`config.mk`:
```
export PLATFORM = sky130hd
export DESIGN_NAME = crc_ccitt_lfsr
export DESIGN_NICKNAME = d
export VERILOG_FILES = /design/src/rtl/crc_ccitt_pkg.sv /design/src/rtl/crc_ccitt_lfsr.sv
export SDC_FILE = /design/constraint.sdc
export NUM_CORES = 1
export LEC_CHECK = 0
export ABC_AREA = 0
export CAP_MARGIN = 20
export CORE_AREA = 2 2 45 47
export CTS_BUF_LIST = sky130_fd_sc_hd__clkbuf_16
export CTS_CLUSTER_SIZE = 14
export DETAILED_ROUTE_END_ITERATION = 6
export DIE_AREA = 0 0 47 49
export GPL_TIMING_DRIVEN = 1
export PLACE_DENSITY = 0.74
export SLEW_MARGIN = 20
export SYNTH_ARGS = -nofsm -noshare
export SYNTH_HDL_FRONTEND = slang
export SYNTH_SLANG_ARGS = --single-unit
```
`constraint.sdc`:
```
create_clock -name clk -period 1.4 [get_ports clk]
set_input_delay 0.14 -clock clk [delete_from_list [all_inputs] [get_ports clk]]
set_output_delay 0.14 -clock clk [all_outputs]
set_load 0.01 [all_outputs]
```
`src/rtl/crc_ccitt_pkg.sv`:
```
// crc_ccitt_pkg: CRC-CCITT constants, checker state encoding and the shared single-bit LFSR step
package crc_ccitt_pkg;
  localparam logic [15:0] CRC_POLY = 16'h1021;
  localparam logic [15:0] CRC_INIT = 16'hFFFF;
  localparam logic [15:0] CRC_GOOD_RESIDUE = 16'h0000;
  typedef enum logic [1:0] {IDLE, RECV, DONE} state_t;
  function automatic logic [15:0] crc_step(input logic [15:0] lfsr, input logic b);
    return {lfsr[14:0], 1'b0} ^ ({16{b ^ lfsr[15]}} & CRC_POLY);
  endfunction
endpackage

```
`src/rtl/crc_ccitt_lfsr.sv`:
```
// crc_ccitt_lfsr: CRC-CCITT LFSR stepping one bit per enabled cycle, restartable from the init value
//  clk, reset : clock, synchronous active-high reset (state -> CRC_INIT)
//  i_start    : with i_en, step i_bit from CRC_INIT instead of the held state
//  i_en       : accept i_bit this cycle
//  i_bit      : serial bit
//  o_next     : LFSR state after stepping this cycle's bit
module crc_ccitt_lfsr
  import crc_ccitt_pkg::*;
(
  input  logic        clk,
  input  logic        reset,
  input  logic        i_start,
  input  logic        i_en,
  input  logic        i_bit,
  output logic [15:0] o_next
);
  logic [15:0] r_lfsr;
  assign o_next = crc_step(i_start ? CRC_INIT : r_lfsr, i_bit);
  always_ff @(posedge clk)
    if (reset) r_lfsr <= CRC_INIT;
    else if (i_en) r_lfsr <= o_next;
endmodule

```
==> run_results.csv, run 1 <==
group,metric,value,unit
sta,final-hold-violation-count,0,
layout,final_area,1130,sq um
layout,final_nets,112,
worst_setup_path,cp_top_family,"flip-flops",
clock_tree,cts_hold_buf,0,
worst_setup_path,crit_buf_inv,1,
worst_setup_path,cpMaxStageDelayCell,"dfxtp_2",
worst_setup_path,critical_path_class,"flip-flop to primary output",
route,avgRoutedWirePerCell,12.7,um
layout,multiInputGateArea,443,sq um
synth,synth-seq-cells,16,
power_and_ir_drop,powerDensity,1110,nW/um^2
sta,fin_crit_sh,94.2,%
worst_setup_path,slowest_delay,0.38,ns
sta,setup_viol_count_final,0,
min_path,hold_path_class,"flip-flop to flip-flop",
worst_setup_path,required,1.26,ns
floorplan,die_h,49,um
route,drc,0,
floorplan,rows,16,
run_status,outcome,"finished clean",
clock_tree,cts-htree-levels,1,
grt,grt_max_degree,32,
floorplan,dieArea,2300,sq um
place,portBuffers,20,
sta,max_freq,758,MHz
power_and_ir_drop,power.total,1.25,mW
place,placed_area,1070,sq um
synth,synth.distinct_cells,17,
grt,grt_pass1_vias,670,
synth,synth_top_area_share,40.3,%
power_and_ir_drop,peakVddDrop,0.878,mV
synth,syn_avg_cell_area,9.95,sq um
clock_tree,worstSkewPairLatency,0.24,ns
place,place_congestion,0.745,
min_path,hp-start,"r_lfsr[5]",
worst_setup_path,r2r_start,"r_lfsr[15]",
sta,tightest_slew,0.344,ns
floorplan,die_w,47,um
layout,top_register,"r_lfsr",
synth,seq_area_frac_synth,40.3,%
clock_tree,numClockSinks,16,
worst_setup_path,startpoint_type,"flip-flop",
grt,grtUsageTotal,17.9,%
sta,rsz0062_at_grt,"no",
clock_tree,cts_tree,"built",
layout,fill_cells,182,
route,vias_per_cell,4.89,
clock_tree,clk_pin_slew,0.05,ns
route,vias,650,
worst_setup_path,cp.arrival,1.18,ns
worst_setup_path,critical_path.max_fanout,4,
job,maxCapViolCount,0,
power_and_ir_drop,leakage,0.440,nW
clock_tree,cts-root-buf,"clkbuf_16",
floorplan,io_pins,21,
grt,overflow,0,
grt,grt_pass1_wl,2970,um
sta,min_period,1.32,ns
layout,largest_reg_flops,16,
sta,slew_viol_final,0,
layout,diodes,0,
grt,antenna_found_initial,0,
worst_setup_path,worstSetupEndpointType,"primary output",
clock_tree,cts_buffers,3,
sta,skew,0.000735,ns
floorplan,initial_core_util,43.2,%
place,dpl.hpwl,1190,um
route,drtIter0Drc,5,
synth,synth_top_cell_by_area,"dfxtp_1",
synth,synth_warnings,0,
layout,top_regs,"r_lfsr (16)",
layout,drive_gt1_share,29.2,%
route,final_antenna_net_count,0,
layout,seqCellArea,322,sq um
synth,synth_cells,80,
synth,syn_nets,85,
sta,max_slew_margin,77.0,%
clock_tree,cts_buffer_depth,2,
worst_setup_path,crit_chain,"nor2_1, xnor2_1, dlygate4sd2_1",
route,first_pass_iters,4,
route,wirelength,1690,um
synth,ys_top_cells_by_area,"dfxtp_1 40%, a211o_1 15%, nor2b_1 11%",
floorplan,fp.coreArea,1840,sq um
synth,syn-cell-area,796,sq um
worst_setup_path,crit_start,"r_lfsr[15]",
layout,syn_to_final_growth,42.1,%
cells in the mapped netlist:
cell type  number
nor3b_1         1
or2_4           7
buf_4           1
buf_2           4
buf_6           1
nor2b_1        14
or2_2           6
o311a_1         2
xnor2_1         3
nor2_1          4
mux2i_1         2
xor2_1          2
clkbuf_1        1
a211o_1        14
and4bb_2        1
nand3_1         1
dfxtp_1        16
layout make-up:
| cell class | instances | share of cell area (%) |
|---|---|---|
| Tap cell | 27 | 2.99 |
| Clock inverter | 1 | 0.332 |
| Multi-Input combinational cell | 57 | 39.2 |
| Timing Repair Buffer | 29 | 22.5 |
| Clock buffer | 3 | 6.64 |
| Sequential cell | 16 | 28.4 |
layer usage:
| layer | part of all wire, % | track usage (%) | up-vias | routed length (um) |
|---|---|---|---|---|
| li1 | - | - | 329 | - |
| met1 | 45 | 22.5 | 300 | 752 |
| met2 | 48 | 27.4 | 19 | 816 |
| met3 | 5.7 | 4.07 | 2 | 96 |
| met4 | 1.2 | 9.72 | 0 | 21 |
| met5 | 0 | 0 | - | 0 |
logic make-up (layout without fill, tap and decap cells):
kind of cell           after synthesis  count (layout)  share of synthesized area [%]
AND/OR/NAND/NOR                     34              34                           28.5
AO/OA/AOI/OAI                       16              16                           17.9
flip-flops                          16              16                           40.3
buffers and inverters                7              33                           5.35
XOR/XNOR                             5               5                           5.50
multiplexers                         2               2                           2.52
per-stage QoR:
step	setup TNS (ns)	std cells	utilization, %	setup slack, ns	hold WS, ns
2_1_floorplan	0	80	-	0.385	0.349
3_3_place_gp	-4.57	129	57.9	-0.321	0.485
3_5_place_dp	-4.99	129	57.9	-0.345	0.505
4_1_cts	0	133	61.6	0.000758	0.515
5_1_grt	0	133	61.4	0.00598	0.531
6_report	0	133	61.4	0.0816	0.511
worst register-to-register path, delay by kind of cell (launching register included):
family          cells  cell delay, ns
xor+xnor            1            0.22
mux                 1            0.18
flops               1            0.35
buf+inv             1            0.15
compound gates      1            0.18
power breakdown:
part / switching, mW / leakage, nW / internal (mW) / total (mW)
clock: 0.165 / 0.0385 / 0.378 / 0.543
sequential: 0.0162 / 0.132 / 0.487 / 0.503
combinational: 0.0921 / 0.270 / 0.114 / 0.206
total: 0.273 / 0.440 / 0.979 / 1.25
what timing repair did:
item,CTS,global route
endpoints found under the setup margin,16,1
buffers inserted,0,0
gates resized for setup,26,2
pin swaps,2,1
cells in the final DEF, fill, tap and decap left out, drive strengths merged, types with 2 or more instances in the layout:
cell type      instances
dlygate4sd2           16
dfxtp                 16
nor2b                 14
a211o                 14
or2                   13
buf                   11
nor2                   4
clkbuf                 3
xnor2                  3
xor2                   2
mux2i                  2
o311a                  2
clkdlybuf4s50          2
path summary, 6_finish.rpt:
kind          endpoint  slack [ns]  cells past startpoint
max          o_next[0]        0.08                      3
min          r_lfsr[5]        0.51                      1
max reg2reg  r_lfsr[5]        0.27                      4
min reg2reg  r_lfsr[5]        0.51                      1
(Power assumes the default switching activity.)
==> run 2, diff against run 1 <==
--- a/config.mk
+++ b/config.mk
@@ -14,6 +14,7 @@
 export DIE_AREA = 0 0 47 49
 export GPL_TIMING_DRIVEN = 1
 export PLACE_DENSITY = 0.74
+export SKIP_LAST_GASP = 1
 export SLEW_MARGIN = 20
 export SYNTH_ARGS = -nofsm -noshare
 export SYNTH_HDL_FRONTEND = slang
==> run 2 against run 1 <==
  * Count of clock-buffer cells in the layout unchanged
  * Wire length unchanged
  * Maximum frequency down 0.29%
  * Setup slack worse by 0.0038 ns
  * Total power about the same
  * Design area unchanged
  * Global-route usage unchanged
  * Via count down 0.15%
  * Die area unchanged
  * Largest power group unchanged
  * Largest cell class unchanged
  * Worst hold slack about the same
==> run_results.csv, run 2 (synthesis results as in run 1) <==
group,metric,value,unit
worst_setup_path,slowest_delay,0.38,ns
clock_tree,worstSkewPairLatency,0.24,ns
worst_setup_path,crit_chain,"nor2_1, xnor2_1, dlygate4sd2_1",
layout,final_nets,112,
route,vias_per_cell,4.88,
grt,grtUsageTotal,17.9,%
clock_tree,cts_buffers,3,
clock_tree,numClockSinks,16,
sta,fin_crit_sh,94.4,%
power_and_ir_drop,power_frac_comb,16.5,%
grt,overflow,0,
route,vias,649,
run_status,outcome,"finished clean",
power_and_ir_drop,switchingPower,0.273,mW
floorplan,die_h,49,um
layout,top_register,"r_lfsr",
sta,setup-tns-final,0,ns
power_and_ir_drop,leakage,0.441,nW
min_path,hold_depth,1,
layout,final_area,1130,sq um
floorplan,fp.coreArea,1840,sq um
place,place_congestion,0.745,
worst_setup_path,critical_path_class,"flip-flop to primary output",
power_and_ir_drop,seq_power_share,40.2,%
layout,multiInputGateArea,443,sq um
floorplan,initial_core_util,43.2,%
grt,grt_pass1_wl,2970,um
worst_setup_path,worst-r2r-cell-count,4,
min_path,hp-start,"r_lfsr[5]",
layout,layout_commonest_cell,"dlygate4sd2_1",
worst_setup_path,worstSetupEndpointType,"primary output",
power_and_ir_drop,internal_power,0.979,mW
route,first_pass_iters,4,
worst_setup_path,crit_buf_inv,1,
worst_setup_path,cp_top_family,"flip-flops",
power_and_ir_drop,powerDensity,1110,nW/um^2
grt,grt_pass1_vias,672,
worst_setup_path,required,1.26,ns
worst_setup_path,critical_path.max_fanout,4,
worst_setup_path,startpoint_type,"flip-flop",
route,drc,0,
min_path,hold_path_class,"flip-flop to flip-flop",
floorplan,rows,16,
route,final_antenna_net_count,0,
floorplan,dieArea,2300,sq um
route,avgRoutedWirePerCell,12.7,um
sta,final-hold-violation-count,0,
sta,skew,0.000725,ns
layout,seqCellArea,322,sq um
layout,drive_gt1_share,29.2,%
sta,rsz0062_at_grt,"no",
power_and_ir_drop,sw_frac_of_total,21.8,%
layout,diodes,0,
route,wirelength,1690,um
layout,fill_cells,181,
grt,grt_max_degree,32,
sta,min_period,1.32,ns
clock_tree,cts-root-buf,"clkbuf_16",
floorplan,die_w,47,um
layout,top_regs,"r_lfsr (16)",
floorplan,io_pins,21,
worst_setup_path,cpMaxStageDelayCell,"dfxtp_2",
sta,tightest_slew,0.345,ns
power_and_ir_drop,share_clk_of_total_power,43.3,%
sta,max_freq,756,MHz
place,place_inst,129,
layout,fin_cells,133,
worst_setup_path,r2r_start,"r_lfsr[15]",
route,drtIter0Drc,5,
job,maxCapViolCount,0,
clock_tree,cts_buffer_depth,2,
grt,antenna_found_initial,0,
worst_setup_path,r2r_end,"r_lfsr[5]",
sta,slew_viol_final,0,
layout,mostFrequentLayoutCells,"16 x dlygate4sd2_1, 15 x dfxtp_1, 14 x nor2b_1, 14 x a211o_1",
clock_tree,clk_pin_slew,0.05,ns
layout,largest_reg_flops,16,
place,placed_area,1070,sq um
layout,syn_to_final_growth,42.1,%
min_path,holdPathEnd,"r_lfsr[5]",
clock_tree,cts_hold_buf,0,
sta,max_slew_margin,77.0,%
power_and_ir_drop,peakVddDrop,0.877,mV
sta,setup_viol_count_final,0,
worst_setup_path,cp.arrival,1.18,ns
clock_tree,cts-htree-levels,1,
sta,holdWs,0.511,ns
layout,final_core_util,61.4,%
place,dpl.hpwl,1190,um
place,portBuffers,20,
clock_tree,cts_tree,"built",
worst_setup_path,r2r_slack,0.26,ns
-- run 2: cell types whose count changed in the layout (fill, tap and decap cells not counted) --
cell / change
buf_2: -1
clkbuf_2: +1
-- run 2: final cells by class --
type	instances	share of cell area [%]
Clock buffer	3	6.64
Clock inverter	1	0.332
Multi-Input combinational cell	57	39.2
Sequential cell	16	28.4
Tap cell	27	2.99
Timing Repair Buffer	29	22.5
-- run 2: power groups by stage --
stage | Sequential (mW) | Combinational, mW | Clock (mW)
6_report | 0.503 | 0.206 | 0.543
5_1_grt | 0.506 | 0.226 | 0.582
4_1_cts | 0.503 | 0.208 | 0.560
3_5_place_dp | 0.510 | 0.225 | 0
3_3_place_gp | 0.509 | 0.219 | 0
2_1_floorplan | 0.506 | 0.131 | 0
-- run 2: worst register-to-register path, stage by stage, from the launching register on --
cell,delay (ns)
dfxtp_2,0.35
xnor2_1,0.22
buf_4,0.15
mux2i_1,0.18
o311a_1,0.18
-- run 2: repair_timing --
action	4_1_cts	5_1_grt
resized for setup	24	3
setup buffers	0	0
hold endpoints to repair	0	0
pin swaps	1	0
setup endpoints to repair	16	1
cloned	0	0
-- run 2: per-layer routing --
layer	global-route usage [%]	up-vias	part of all wire, %	wire, um
met5	0	-	0	0
met4	9.72	0	1.2	21
met3	4.07	2	5.4	91
met2	27.4	17	48	815
met1	22.5	302	45	759
li1	-	328	-	-
-- run 2: how the worst max path moves through the flow --
stage / startpoint / end / slack, ns / cells after the start
after detailed placement: i_start / o_next[12] / -0.35 / 5
after CTS: r_lfsr[15] / o_next[12] / -0.04 / 4
after global routing: r_lfsr[15] / o_next[0] / 0.002 / 3
after floorplan: r_lfsr[15] / r_lfsr[0] / 0.38 / 3
final: r_lfsr[15] / o_next[0] / 0.08 / 3
after global placement: i_start / o_next[5] / -0.32 / 5
-- run 2: stage by stage --
stage	setup WS (ns)	total power [mW]
finish	0.0778	1.25
global route	0.00191	1.31
CTS	-0.0413	1.27
detailed placement	-0.345	0.735
global placement	-0.321	0.728
floorplan	0.385	0.636
==> run 3, diff against run 2 <==
--- a/config.mk
+++ b/config.mk
@@ -7,13 +7,13 @@
 export LEC_CHECK = 0
 export ABC_AREA = 0
 export CAP_MARGIN = 20
-export CORE_AREA = 2 2 45 47
-export CTS_BUF_LIST = sky130_fd_sc_hd__clkbuf_16
+export CORE_AREA = 2 2 40 50
+export CTS_BUF_LIST = sky130_fd_sc_hd__clkbuf_4
 export CTS_CLUSTER_SIZE = 14
 export DETAILED_ROUTE_END_ITERATION = 6
-export DIE_AREA = 0 0 47 49
+export DIE_AREA = 0 0 42 52
 export GPL_TIMING_DRIVEN = 1
-export PLACE_DENSITY = 0.74
+export PLACE_DENSITY_LB_ADDON = 0.3
 export SKIP_LAST_GASP = 1
 export SLEW_MARGIN = 20
 export SYNTH_ARGS = -nofsm -noshare
==> run 3 against run 2 <==
  * Design area fell by 3.9%
  * Setup slack got worse by 0.062 ns
  * Utilization rose by 1.7 points
  * Register-to-register slack better by 0.03 ns
  * Critical path depth increased by 1
  * Clock power decreased by 56%
  * Critical path type unchanged
==> run_results.csv, run 3 (synthesis results as in run 1) <==
group,metric,value,unit
run_status,outcome,"finished clean",
layout,drive_gt1_share,32.7,%
worst_setup_path,critical_path.max_fanout,4,
layout,top_register,"r_lfsr",
layout,seqCellArea,324,sq um
worst_setup_path,crit_buf_inv,1,
clock_tree,cts_tree,"built",
route,first_pass_iters,2,
sta,tightest_slew,0.242,ns
power_and_ir_drop,powerDensity,875,nW/um^2
layout,largest_reg_flops,16,
sta,final-hold-violation-count,0,
clock_tree,numClockSinks,16,
clock_tree,cts_buffers,3,
layout,top_regs,"r_lfsr (16)",
floorplan,die_w,42,um
worst_setup_path,cp_top_family,"flip-flops",
place,dpl.hpwl,1140,um
worst_setup_path,required,1.26,ns
layout,final_nets,116,
floorplan,die_h,52,um
place,portBuffers,20,
place,placed_area,1070,sq um
worst_setup_path,startpoint_type,"flip-flop",
floorplan,rows,17,
worst_setup_path,cp_num_cells,4,
grt,grt_pass1_vias,634,
place,place_congestion,0.698,
route,vias,659,
sta,rsz0062_at_grt,"yes",
sta,min_period,1.38,ns
route,drtIter0Drc,6,
sta,setup_viol_count_final,0,
min_path,hold_path_class,"input pin to flip-flop",
min_path,hold_depth,3,
power_and_ir_drop,leakage,0.435,nW
route,drc,0,
place,place_inst,124,
clock_tree,clk_pin_slew,0.09,ns
clock_tree,worstSkewPairLatency,0.28,ns
sta,skew,0.00358,ns
floorplan,dieArea,2180,sq um
route,avgRoutedWirePerCell,12.1,um
sta,max_freq,722,MHz
layout,final_area,1090,sq um
power_and_ir_drop,peakVddDrop,0.496,mV
worst_setup_path,critical_path_class,"flip-flop to primary output",
worst_setup_path,slowest_delay,0.38,ns
worst_setup_path,worst-r2r-cell-count,5,
worst_setup_path,cp.arrival,1.24,ns
sta,slew_viol_final,0,
clock_tree,cts_hold_buf,0,
sta,setup-tns-final,0,ns
clock_tree,cts-htree-levels,1,
route,final_antenna_net_count,0,
worst_setup_path,worstSetupEndpointType,"primary output",
layout,fin_cells,129,
layout,syn_to_final_growth,36.6,%
clock_tree,cts_buffer_depth,2,
route,vias_per_cell,5.11,
sta,holdWs,0.482,ns
layout,diodes,0,
worst_setup_path,cpMaxStageDelayCell,"dfxtp_4",
grt,grtUsageTotal,16.5,%
clock_tree,cts-root-buf,"clkbuf_4",
layout,multiInputGateArea,448,sq um
sta,max_slew_margin,83.9,%
floorplan,initial_core_util,46.2,%
route,wirelength,1560,um
floorplan,fp.coreArea,1720,sq um
job,maxCapViolCount,0,
grt,grt_max_degree,15,
grt,overflow,0,
grt,grt_pass1_wl,2690,um
layout,mostFrequentLayoutCells,"15 x dfxtp_1, 14 x nor2b_1, 14 x a211o_1, 14 x dlygate4sd2_1, 13 x buf_4",
layout,layout_commonest_cell,"dfxtp_1",
worst_setup_path,crit_chain,"xnor2_2, nor2_1, xor2_1, clkbuf_2",
grt,antenna_found_initial,0,
floorplan,io_pins,21,
sta,fin_crit_sh,98.9,%
layout,fill_cells,159,
run 3: changes by cell type in the layout (fill, tap and decap cells not counted), moves of 2 or more:
cell           before  now
clkbuf_4            0    3
clkbuf_16           3    0
buf_4               7   13
dlygate4sd2_1      16   14
run 3: where the power goes:
group	internal, mW	leakage [nW]	switching [mW]
registers	0.484	0.133	0.0167
clock network	0.103	0.0154	0.135
logic	0.123	0.287	0.0903
run 3: layer usage:
layer  track usage [%]  part of all wire [%]  vias to the layer above
met1              18.4                    44                      307
met4              9.68                   1.4                        0
met5                 0                     0                        -
met3              3.47                   4.2                        2
li1                  -                     -                      339
met2              28.9                    50                       11
run 3: timing repair:
action	in CTS	in global routing
buffers inserted	0	1
setup endpoints to repair	16	3
gates resized for setup	24	4
pin swaps	0	2
hold endpoints to repair	0	0
run 3: worst register-to-register path: stages, from the launching register on:
cell	delay (ns)
dfxtp_1	0.39
xnor2_2	0.14
buf_4	0.12
buf_4	0.09
mux2i_1	0.17
o311a_1	0.16
run 3: final timing paths:
kind	start	slack, ns	to
setup reg to reg	r_lfsr[11]	0.29	r_lfsr[12]
hold / removal	i_start	0.48	r_lfsr[12]
hold reg to reg	r_lfsr[5]	0.52	r_lfsr[5]
setup / recovery	r_lfsr[15]	0.02	o_next[5]
run 3: layout make-up:
type | count | area share, %
Timing Repair Buffer | 33 | 24.4
Multi-Input combinational cell | 57 | 41.2
Sequential cell | 16 | 29.8
Clock inverter | 1 | 0.345
Clock buffer | 3 | 2.07
Tap cell | 19 | 2.19
run 3: per-stage QoR:
stage / util, % / power, mW / worst slack (ns)
3_3_place_gp: 61.9 / 0.732 / -0.386
3_5_place_dp: 61.9 / 0.739 / -0.462
5_1_grt: 63.1 / 1.01 / -0.0441
4_1_cts: 63.1 / 0.964 / -0.122
2_1_floorplan: - / 0.636 / 0.385
6_report: 63.1 / 0.952 / 0.0157
